### config.mk
export PLATFORM = sky130hd
export DESIGN_NAME = demod_ppm
export DESIGN_NICKNAME = d
export VERILOG_FILES = /design/src/rtl/demod_ppm.sv
export SDC_FILE = /design/constraint.sdc
export NUM_CORES = 1
export LEC_CHECK = 0
export ABC_AREA = 0
export BUFFER_PORTS_ARGS = -buffer_cell sky130_fd_sc_hd__buf_2
export CORE_UTILIZATION = 54
export DETAILED_ROUTE_END_ITERATION = 8
export GPL_ROUTABILITY_DRIVEN = 1
export GPL_TIMING_DRIVEN = 0
export HOLD_SLACK_MARGIN = 0.15
export PLACE_DENSITY = 0.81
export SLEW_MARGIN = 20
export SYNTH_ARGS = -nofsm -noshare
export SYNTH_HDL_FRONTEND = slang
export SYNTH_SLANG_ARGS = --single-unit
### constraint.sdc
create_clock -name i_clk -period 2.9 [get_ports i_clk]
set_input_delay 0.58 -clock i_clk [delete_from_list [all_inputs] [get_ports i_clk]]
set_output_delay 0.58 -clock i_clk [all_outputs]
set_load 0.005 [all_outputs]
### src/rtl/demod_ppm.sv
// rtl/demod_ppm.sv - receive-side PPM demodulator with frame sync on the rising edge of i_busy
//
// Purpose:
//   Opens a 2^N-slot window on each rising edge of i_busy. The window starts
//   one cycle after that edge. The block records the slot of the first pulse
//   seen on i_ppm and reports it as a signed symbol, slot - 2^(N-1), with a
//   one-cycle o_valid strobe. The strobe comes one cycle after the last slot.
//
// Ports:
//   i_clk    clock, all logic on posedge
//   i_rst_n  asynchronous active-low reset
//   i_ppm    PPM pulse line, synchronous to i_clk
//   i_busy   frame-sync level; a 0->1 transition starts a frame
//   o_data   recovered signed symbol, held until the next result
//   o_valid  one-cycle strobe; o_data (and o_err) updated this cycle
//   o_busy   high while the sampling window is open
//   o_err    frame error flag qualified by o_valid (only with PPM_DEMOD_ERR_EN)
//
// Configuration:
//   PPM_DEMOD_ERR_EN  when defined, every frame produces o_valid and o_err
//                     reports zero or multiple pulses; when undefined, empty
//                     frames produce no result at all.

module demod_ppm #(
  parameter int N = 4
) (
  input  logic         i_clk,
  input  logic         i_rst_n,
  input  logic         i_ppm,
  input  logic         i_busy,
  output logic [N-1:0] o_data,
  output logic         o_valid,
`ifdef PPM_DEMOD_ERR_EN
  output logic         o_busy,
  output logic         o_err
`else
  output logic         o_busy
`endif
);

  typedef enum logic [1:0] {
    IDLE   = 2'd0,
    ACTIVE = 2'd1,
    DONE   = 2'd2
  } state_t;

  localparam logic [N-1:0] CNT_ONE  = {{(N-1){1'b0}}, 1'b1};
  localparam logic [N-1:0] CNT_LAST = {N{1'b1}};

  state_t       r_state;
  logic         r_busy_q;
  logic [N-1:0] r_cnt;
  logic [1:0]   r_npulse;
  logic [N-1:0] r_slot;

  logic         w_start;
  logic         w_last;
  logic [1:0]   w_npulse_nxt;
  logic [N-1:0] w_slot_nxt;
  logic [N-1:0] w_sym;

  assign w_start = i_busy & ~r_busy_q;
  assign w_last  = (r_cnt == CNT_LAST);

  // The last slot is sampled in the same cycle the result is registered,
  // so the result is built from the next-state pulse count and slot.
  always_comb begin
    w_npulse_nxt = r_npulse;
    w_slot_nxt   = r_slot;
    if (i_ppm) begin
      if (r_npulse != 2'd2) begin
        w_npulse_nxt = r_npulse + 2'd1;
      end
      if (r_npulse == 2'd0) begin
        w_slot_nxt = r_cnt;
      end
    end
  end

  // slot - 2^(N-1) in N-bit two's complement is the slot with its MSB flipped.
  assign w_sym = {~w_slot_nxt[N-1], w_slot_nxt[N-2:0]};

  always_ff @(posedge i_clk or negedge i_rst_n) begin
    if (!i_rst_n) begin
      r_state  <= IDLE;
      r_busy_q <= 1'b0;
      r_cnt    <= '0;
      r_npulse <= 2'd0;
      r_slot   <= '0;
      o_data   <= '0;
      o_valid  <= 1'b0;
      o_busy   <= 1'b0;
`ifdef PPM_DEMOD_ERR_EN
      o_err    <= 1'b0;
`endif
    end else begin
      r_busy_q <= i_busy;
      o_valid  <= 1'b0;
      case (r_state)
        IDLE: begin
          if (w_start) begin
            r_state  <= ACTIVE;
            r_cnt    <= '0;
            r_npulse <= 2'd0;
            r_slot   <= '0;
            o_busy   <= 1'b1;
          end
        end
        ACTIVE: begin
          r_npulse <= w_npulse_nxt;
          r_slot   <= w_slot_nxt;
          r_cnt    <= r_cnt + CNT_ONE;
          if (w_last) begin
            r_state <= DONE;
            o_busy  <= 1'b0;
`ifdef PPM_DEMOD_ERR_EN
            o_valid <= 1'b1;
            o_err   <= (w_npulse_nxt != 2'd1);
            o_data  <= (w_npulse_nxt == 2'd0) ? '0 : w_sym;
`else
            if (w_npulse_nxt != 2'd0) begin
              o_valid <= 1'b1;
              o_data  <= w_sym;
            end
`endif
          end
        end
        DONE: begin
          // Re-arm immediately so a frame starting right behind this one is kept.
          if (w_start) begin
            r_state  <= ACTIVE;
            r_cnt    <= '0;
            r_npulse <= 2'd0;
            r_slot   <= '0;
            o_busy   <= 1'b1;
          end else begin
            r_state <= IDLE;
          end
        end
        default: begin
          r_state <= IDLE;
          o_busy  <= 1'b0;
        end
      endcase
    end
  end

endmodule

Word level (Yosys, flattened, before mapping)
Cells that the tools add are included.
Storage, ports and cells
  bits in registers: 19
  input bits: 4
  output and inout bits: 6
Cells by class
  add/subtract/negate cells: 2
  equal/unequal tests: 7
  muxes and demuxes: 19
  bitwise operators: 3
  reductions and logical operators: 9
Operators with widths (number)
  one-hot mux 4 bit (2 select lines): 2
  two-way mux 4 bit: 3
  two-way mux 2 bit: 5
  two-way mux 1 bit: 6
  != test 2 bit, second input constant: 3
  one-hot mux 2 bit (3 select lines): 1
  AND reduction 2 bit: 3
  adder 4 x 1 -> 4 bit, second input constant: 1
  == test 4 bit, second input constant: 1
  zero test 2 bit: 2
  one-hot mux 2 bit (2 select lines): 1
  nonzero test 2 bit: 2
  AND reduction 3 bit: 1
  adder 2 x 1 -> 2 bit, second input constant: 1
  == test 2 x 1 -> 1 bit, second input constant: 1
  == test 2 bit, second input constant: 1
  != test 2 x 1 -> 1 bit, second input constant: 1
  NOT 1 bit: 2
  one-hot mux 1 bit (2 select lines): 1
  OR reduction 2 bit: 1
  bitwise AND 1 bit: 1

Logic depth before layout (Yosys ltp)
  depth in word-level cells: 7
  depth in mapped cells: 5
  mapped depth without buffers: 5

Worst setup path after synthesis
No wires, ideal clock.
  path kind: input to register
  start: in i_busy
  end: reg r_npulse[0]
  arrival time: 1.469 ns
  data required time: 2.778 ns
  slack: 1.309 ns
  stages: 3
  path buffers: 0
  cell sequence: nor3b_1 mux2i_1 a32o_1
Between the ends
  word-level cells in the longest chain between the ends: 3
RTL lines
  start: declaration: line 30  | input logic i_busy,
  bitwise AND 1 bit: line 62  | assign w_start = i_busy & ~r_busy_q;
  != test 2 x 1 -> 1 bit (no source line)
  AND reduction 2 bit (no source line)
  end signal: assignment: line 110  | r_npulse <= w_npulse_nxt;
  end: declaration: line 53  | logic [1:0] r_npulse;
Every way passes these cells.
A chain may end at the register's enable or synchronous reset.

Worst setup path after layout
  start: reg r_state[0]
  end: reg r_npulse[0]
Between the ends
  word-level cells in the longest chain between the ends: 4
  elaborated cells between the ends (all ways): 8
RTL lines
  start: declaration: line 50  | state_t r_state;
  start signal: assignment: line 85  | r_state <= IDLE;
  start signal: assignment: line 102  | r_state <= ACTIVE;
  start signal: assignment: line 114  | r_state <= DONE;
  == test 2 bit or zero test 2 bit (tied branches): line 99  | case (r_state)
  OR reduction 2 bit (no source line)
  != test 2 x 1 -> 1 bit (no source line) or nonzero test 2 bit (tied branches)
  AND reduction 2 bit (no source line)
Parallel ways exist; a longest one is shown, timed or not.

==> run summary <==
The tools report the startpoint of the worst setup timing path as r_state[0]$_DFFE_PN0P_. The pin count of the biggest net entering global routing is 20. The post-CTS setup repair buffer count is 0. Summed over all instances, the cell type with the most area after synthesis is sky130_fd_sc_hd__dfrtp_1. The routed design has 1.328 mm of wire. The period utilization is 0.6185, and the post-route total power is 0.9199 mW. In this run the core area contains 14 standard-cell rows. The net count of the finished layout is 88.

The area enclosed by the die boundary was 1765 sq um. The average wire per standard cell works out to 13.83 microns. The tools report the largest buffer count on any clock path as 2.

The tools report the final setup skew as 0.0005487 ns. The headroom to the max-slew limit came out at 0.4054. Count of port buffers added during placement: 9. The worst reg2reg path endpoint is r_npulse[0]$_DFFE_PN0P_. Classification of the worst-slack hold path: primary input to asynchronous set/reset pin.

Setup repair after global routing left no endpoint under its margin. Dividing the detail-routed via count by the number of cells gives 5.917. In the synthesized netlist, the number of instances is 67.

After synthesis, the cell types taking the most area are sky130_fd_sc_hd__dfrtp_1 55%, sky130_fd_sc_hd__mux2_2 9.1%, sky130_fd_sc_hd__ha_1 4.3%. The clock root buffer master is sky130_fd_sc_hd__clkbuf_4. TritonCTS built the clock tree.

Relative to the synthesized area, the layout overhead comes to 10.56%. After layout, the minimum clock period comes to 1.794 ns. The routed via count came out at 568.

The logs give 555 for the via count of the first global-routing pass and 15 for the number of design-rule violations left by the first detailed-router iteration. Post-CTS repair changed the size of 0 cells. The logs give 0 ns for the final setup TNS and 0 for the remaining number of nets flagged by the antenna check after routing. Setup slack on the critical path of the routed design comes to 1.106 ns. The count of final hold-check violations was 0. In the routed design, unresolved DRC markers number 0. Clock tree synthesis inserted a total of 3 buffers. The reported max-cap violation count is 0.

Width of the chip: 42.02 microns. The first global-routing pass estimated 2.470 mm of wire. Based on the critical path, the design can be clocked at up to 557.5 MHz. The cell area that synthesis handed to floorplanning was 864.6 sq um.

After synthesis the netlist holds a flip-flop and latch count of 19. The end-of-flow core utilization is 0.6346, and the total iterations of the first detailed-routing run is 4. Fill cells in the final layout number 124.

The tools report the initial standard-cell utilization of the core as 0.5739. Clock latency on the worst-skew pair, taken at its later pin, is 0.28 ns. The run finished with clean final reports. In this run the worst setup path terminates at r_npulse[0]$_DFFE_PN0P_. The endpoint class of the critical path was a flop. The kind of critical path is flop to flop. Initial antenna violation count: 0. The total power divided by cell area was 962.4 nW/um^2; the worst slack at placement was 0.9136 ns. For flop-to-flop paths, the worst setup slack is 1.11 ns. The reported leakage power is 0.4553 nW.

The share of layout cells above drive strength 1 works out to 0.3125. The final setup violation count was 0; the cts-stage hold buffer count was 0. The repair_antennas step left the layout with diodes totalling 0. For the sequential fraction of the synthesis area, the log shows 0.5499. The count of cells along the worst register-to-register path is 3.

The tools report the weighted congestion at the end of routability-driven global placement as 0.7755. Startpoint kind of the worst setup timing path: a flop. Clock-pin slew was measured on the worst setup and hold paths at 0.10 ns. In this run the count of I/O pins placed on the die edge is 10. The global router's overall resource usage is 0.1873.

The number of nets in the synthesized netlist is 74. Summed over all nets, the half-perimeter wirelength after detailed placement is 976.6 microns. In this run the vertical extent of the chip is 42.02 microns. The worst vdd rail ir drop came out at 0.5456 mV. Data arrives at the worst endpoint at 1.97 ns.

Once layout is complete, the cells apart from fillers number 96. At the pin with the least slew margin, the transition time is 0.8900 ns. The final count of pins violating max slew is 0. The average cell area after synthesis was 12.90 sq um; the number of levels in the clock H-tree was 1.

The tools report the total number of yosys warnings as 0. Area share of the leading cell type in the synthesized netlist: 0.5499. Along the worst path, the maximum fanout reaches 8. The number of placed instances with taps included was 92; the number of distinct library cells after synthesis was 25. For the area of the core, the log shows 1506 sq um.

The critical register-to-register path startpoint was r_state[0]$_DFFE_PN0P_. For the worst setup path, the data required time is 3.08 ns. The number of clock sinks seen by CTS came out at 19. Global routing finished with a remaining overflow of 0.
[cells in the final DEF, fill, tap and decap left out]
| cell | netlist | layout |
|---|---|---|
| sky130_fd_sc_hd__dfrtp_1 | 19 | 19 |
| sky130_fd_sc_hd__buf_2 | 0 | 9 |
| sky130_fd_sc_hd__mux2_2 | 7 | 7 |
| sky130_fd_sc_hd__o21ai_0 | 4 | 4 |
| sky130_fd_sc_hd__a22o_1 | 4 | 4 |
| sky130_fd_sc_hd__nor2_1 | 3 | 3 |
| sky130_fd_sc_hd__nand2_1 | 3 | 3 |
| sky130_fd_sc_hd__ha_1 | 3 | 3 |
| sky130_fd_sc_hd__clkbuf_4 | 0 | 3 |
| sky130_fd_sc_hd__inv_1 | 2 | 2 |
| sky130_fd_sc_hd__nor3b_1 | 2 | 2 |
| sky130_fd_sc_hd__a21o_1 | 2 | 2 |
| sky130_fd_sc_hd__mux2i_1 | 2 | 2 |
| sky130_fd_sc_hd__a32o_1 | 2 | 2 |
| sky130_fd_sc_hd__nand3b_1 | 2 | 2 |
| sky130_fd_sc_hd__nand3_2 | 1 | 1 |
| sky130_fd_sc_hd__nand2b_1 | 1 | 1 |
| sky130_fd_sc_hd__buf_4 | 1 | 1 |
| sky130_fd_sc_hd__nor3_1 | 1 | 1 |
| sky130_fd_sc_hd__nor4_4 | 1 | 1 |
| sky130_fd_sc_hd__and3_1 | 1 | 1 |
| sky130_fd_sc_hd__nand3_1 | 1 | 1 |
| sky130_fd_sc_hd__or3_2 | 1 | 1 |
| sky130_fd_sc_hd__a21oi_1 | 1 | 1 |
| sky130_fd_sc_hd__and2b_2 | 1 | 1 |
| sky130_fd_sc_hd__and4b_2 | 1 | 1 |
| sky130_fd_sc_hd__xor2_1 | 1 | 1 |
| sky130_fd_sc_hd__clkbuf_1 | 0 | 1 |
[cells by family (layout without fill, tap and decap cells)]
logic type      after synthesis  in the layout  share of synthesized area
flops                        19             19                     0.5499
simple gates                 19             19                     0.1548
compound gates               13             13                     0.1100
mux                           9              9                     0.1143
fa+ha+maj                     3              3                    0.04342
buf+inv                       3             16                    0.01737
xor+xnor                      1              1                    0.01013
[cells in the mapped netlist (all sizes together)]
library cell  count
nand2b            1
nand3             2
dfrtp            19
mux2              7
buf               1
nor4              1
nor2              3
nor3b             2
ha                3
a21o              2
nand3b            2
xor2              1
o21ai             4
and4b             1
nor3              1
a22o              4
and2b             1
and3              1
mux2i             2
nand2             3
a32o              2
a21oi             1
or3               1
inv               2
[worst max-delay path, stage by stage (launching register included)]
cell and delay [ns]:
sky130_fd_sc_hd__dfrtp_1 0.44, sky130_fd_sc_hd__nor3b_1 0.76, sky130_fd_sc_hd__mux2i_1 0.24, sky130_fd_sc_hd__a32o_1 0.26
[final cells by class]
type / count / area [sq um] / share of cell area
multi-input cells: 45 / 374.1 / 0.3914
well taps: 16 / 20.02 / 0.02094
inverters: 2 / 7.507 / 0.007853
flip-flops and latches: 19 / 475.5 / 0.4974
plain buffers: 1 / 7.507 / 0.007853
repair buffers: 9 / 45.04 / 0.04712
clock buffers: 4 / 26.28 / 0.02749
[stage by stage]
step	hold WS, ns	cell area, sq um
2_1_floorplan	0.2844	864.6
3_3_place_gp	0.4551	929.6
3_5_place_dp	0.4647	929.6
4_1_cts	0.2207	955.9
5_1_grt	0.2248	955.9
6_report	0.2083	955.9
[how the worst min path moves through the flow]
stage,from,to,slack (ns)
after floorplan,i_rst_n,o_busy$_DFFE_PN0P_,0.28
after global placement,o_busy$_DFFE_PN0P_,o_busy$_DFFE_PN0P_,0.46
after detailed placement,o_busy$_DFFE_PN0P_,o_busy$_DFFE_PN0P_,0.46
after CTS,i_rst_n,r_npulse[1]$_DFFE_PN0P_,0.22
after global routing,i_rst_n,r_busy_q$_DFF_PN0_,0.22
final,i_rst_n,r_busy_q$_DFF_PN0_,0.21
[sequential cells by signal, indices dropped and copies added (netlist names)]
| name | count |
|---|---|
| r_state | 2 |
| r_npulse | 2 |
| o_data | 4 |
| r_cnt | 4 |
| o_busy | 1 |
| r_slot | 4 |
| o_valid | 1 |
| r_busy_q | 1 |
[routing by layer]
metal,track usage,vias to the layer above,part of all wire
met5,0,-,0
met4,0.05625,0,0.014
met3,0.05172,2,0.029
met2,0.2781,11,0.47
met1,0.2719,282,0.49
li1,-,273,-
[where the power goes]
| part | total (mW) | internal, mW | switching (mW) |
|---|---|---|---|
| Sequential | 0.445 | 0.364 | 0.0812 |
| Combinational | 0.349 | 0.184 | 0.165 |
| Clock | 0.126 | 0.0533 | 0.0727 |
Power figures use the tool's default switching activity.
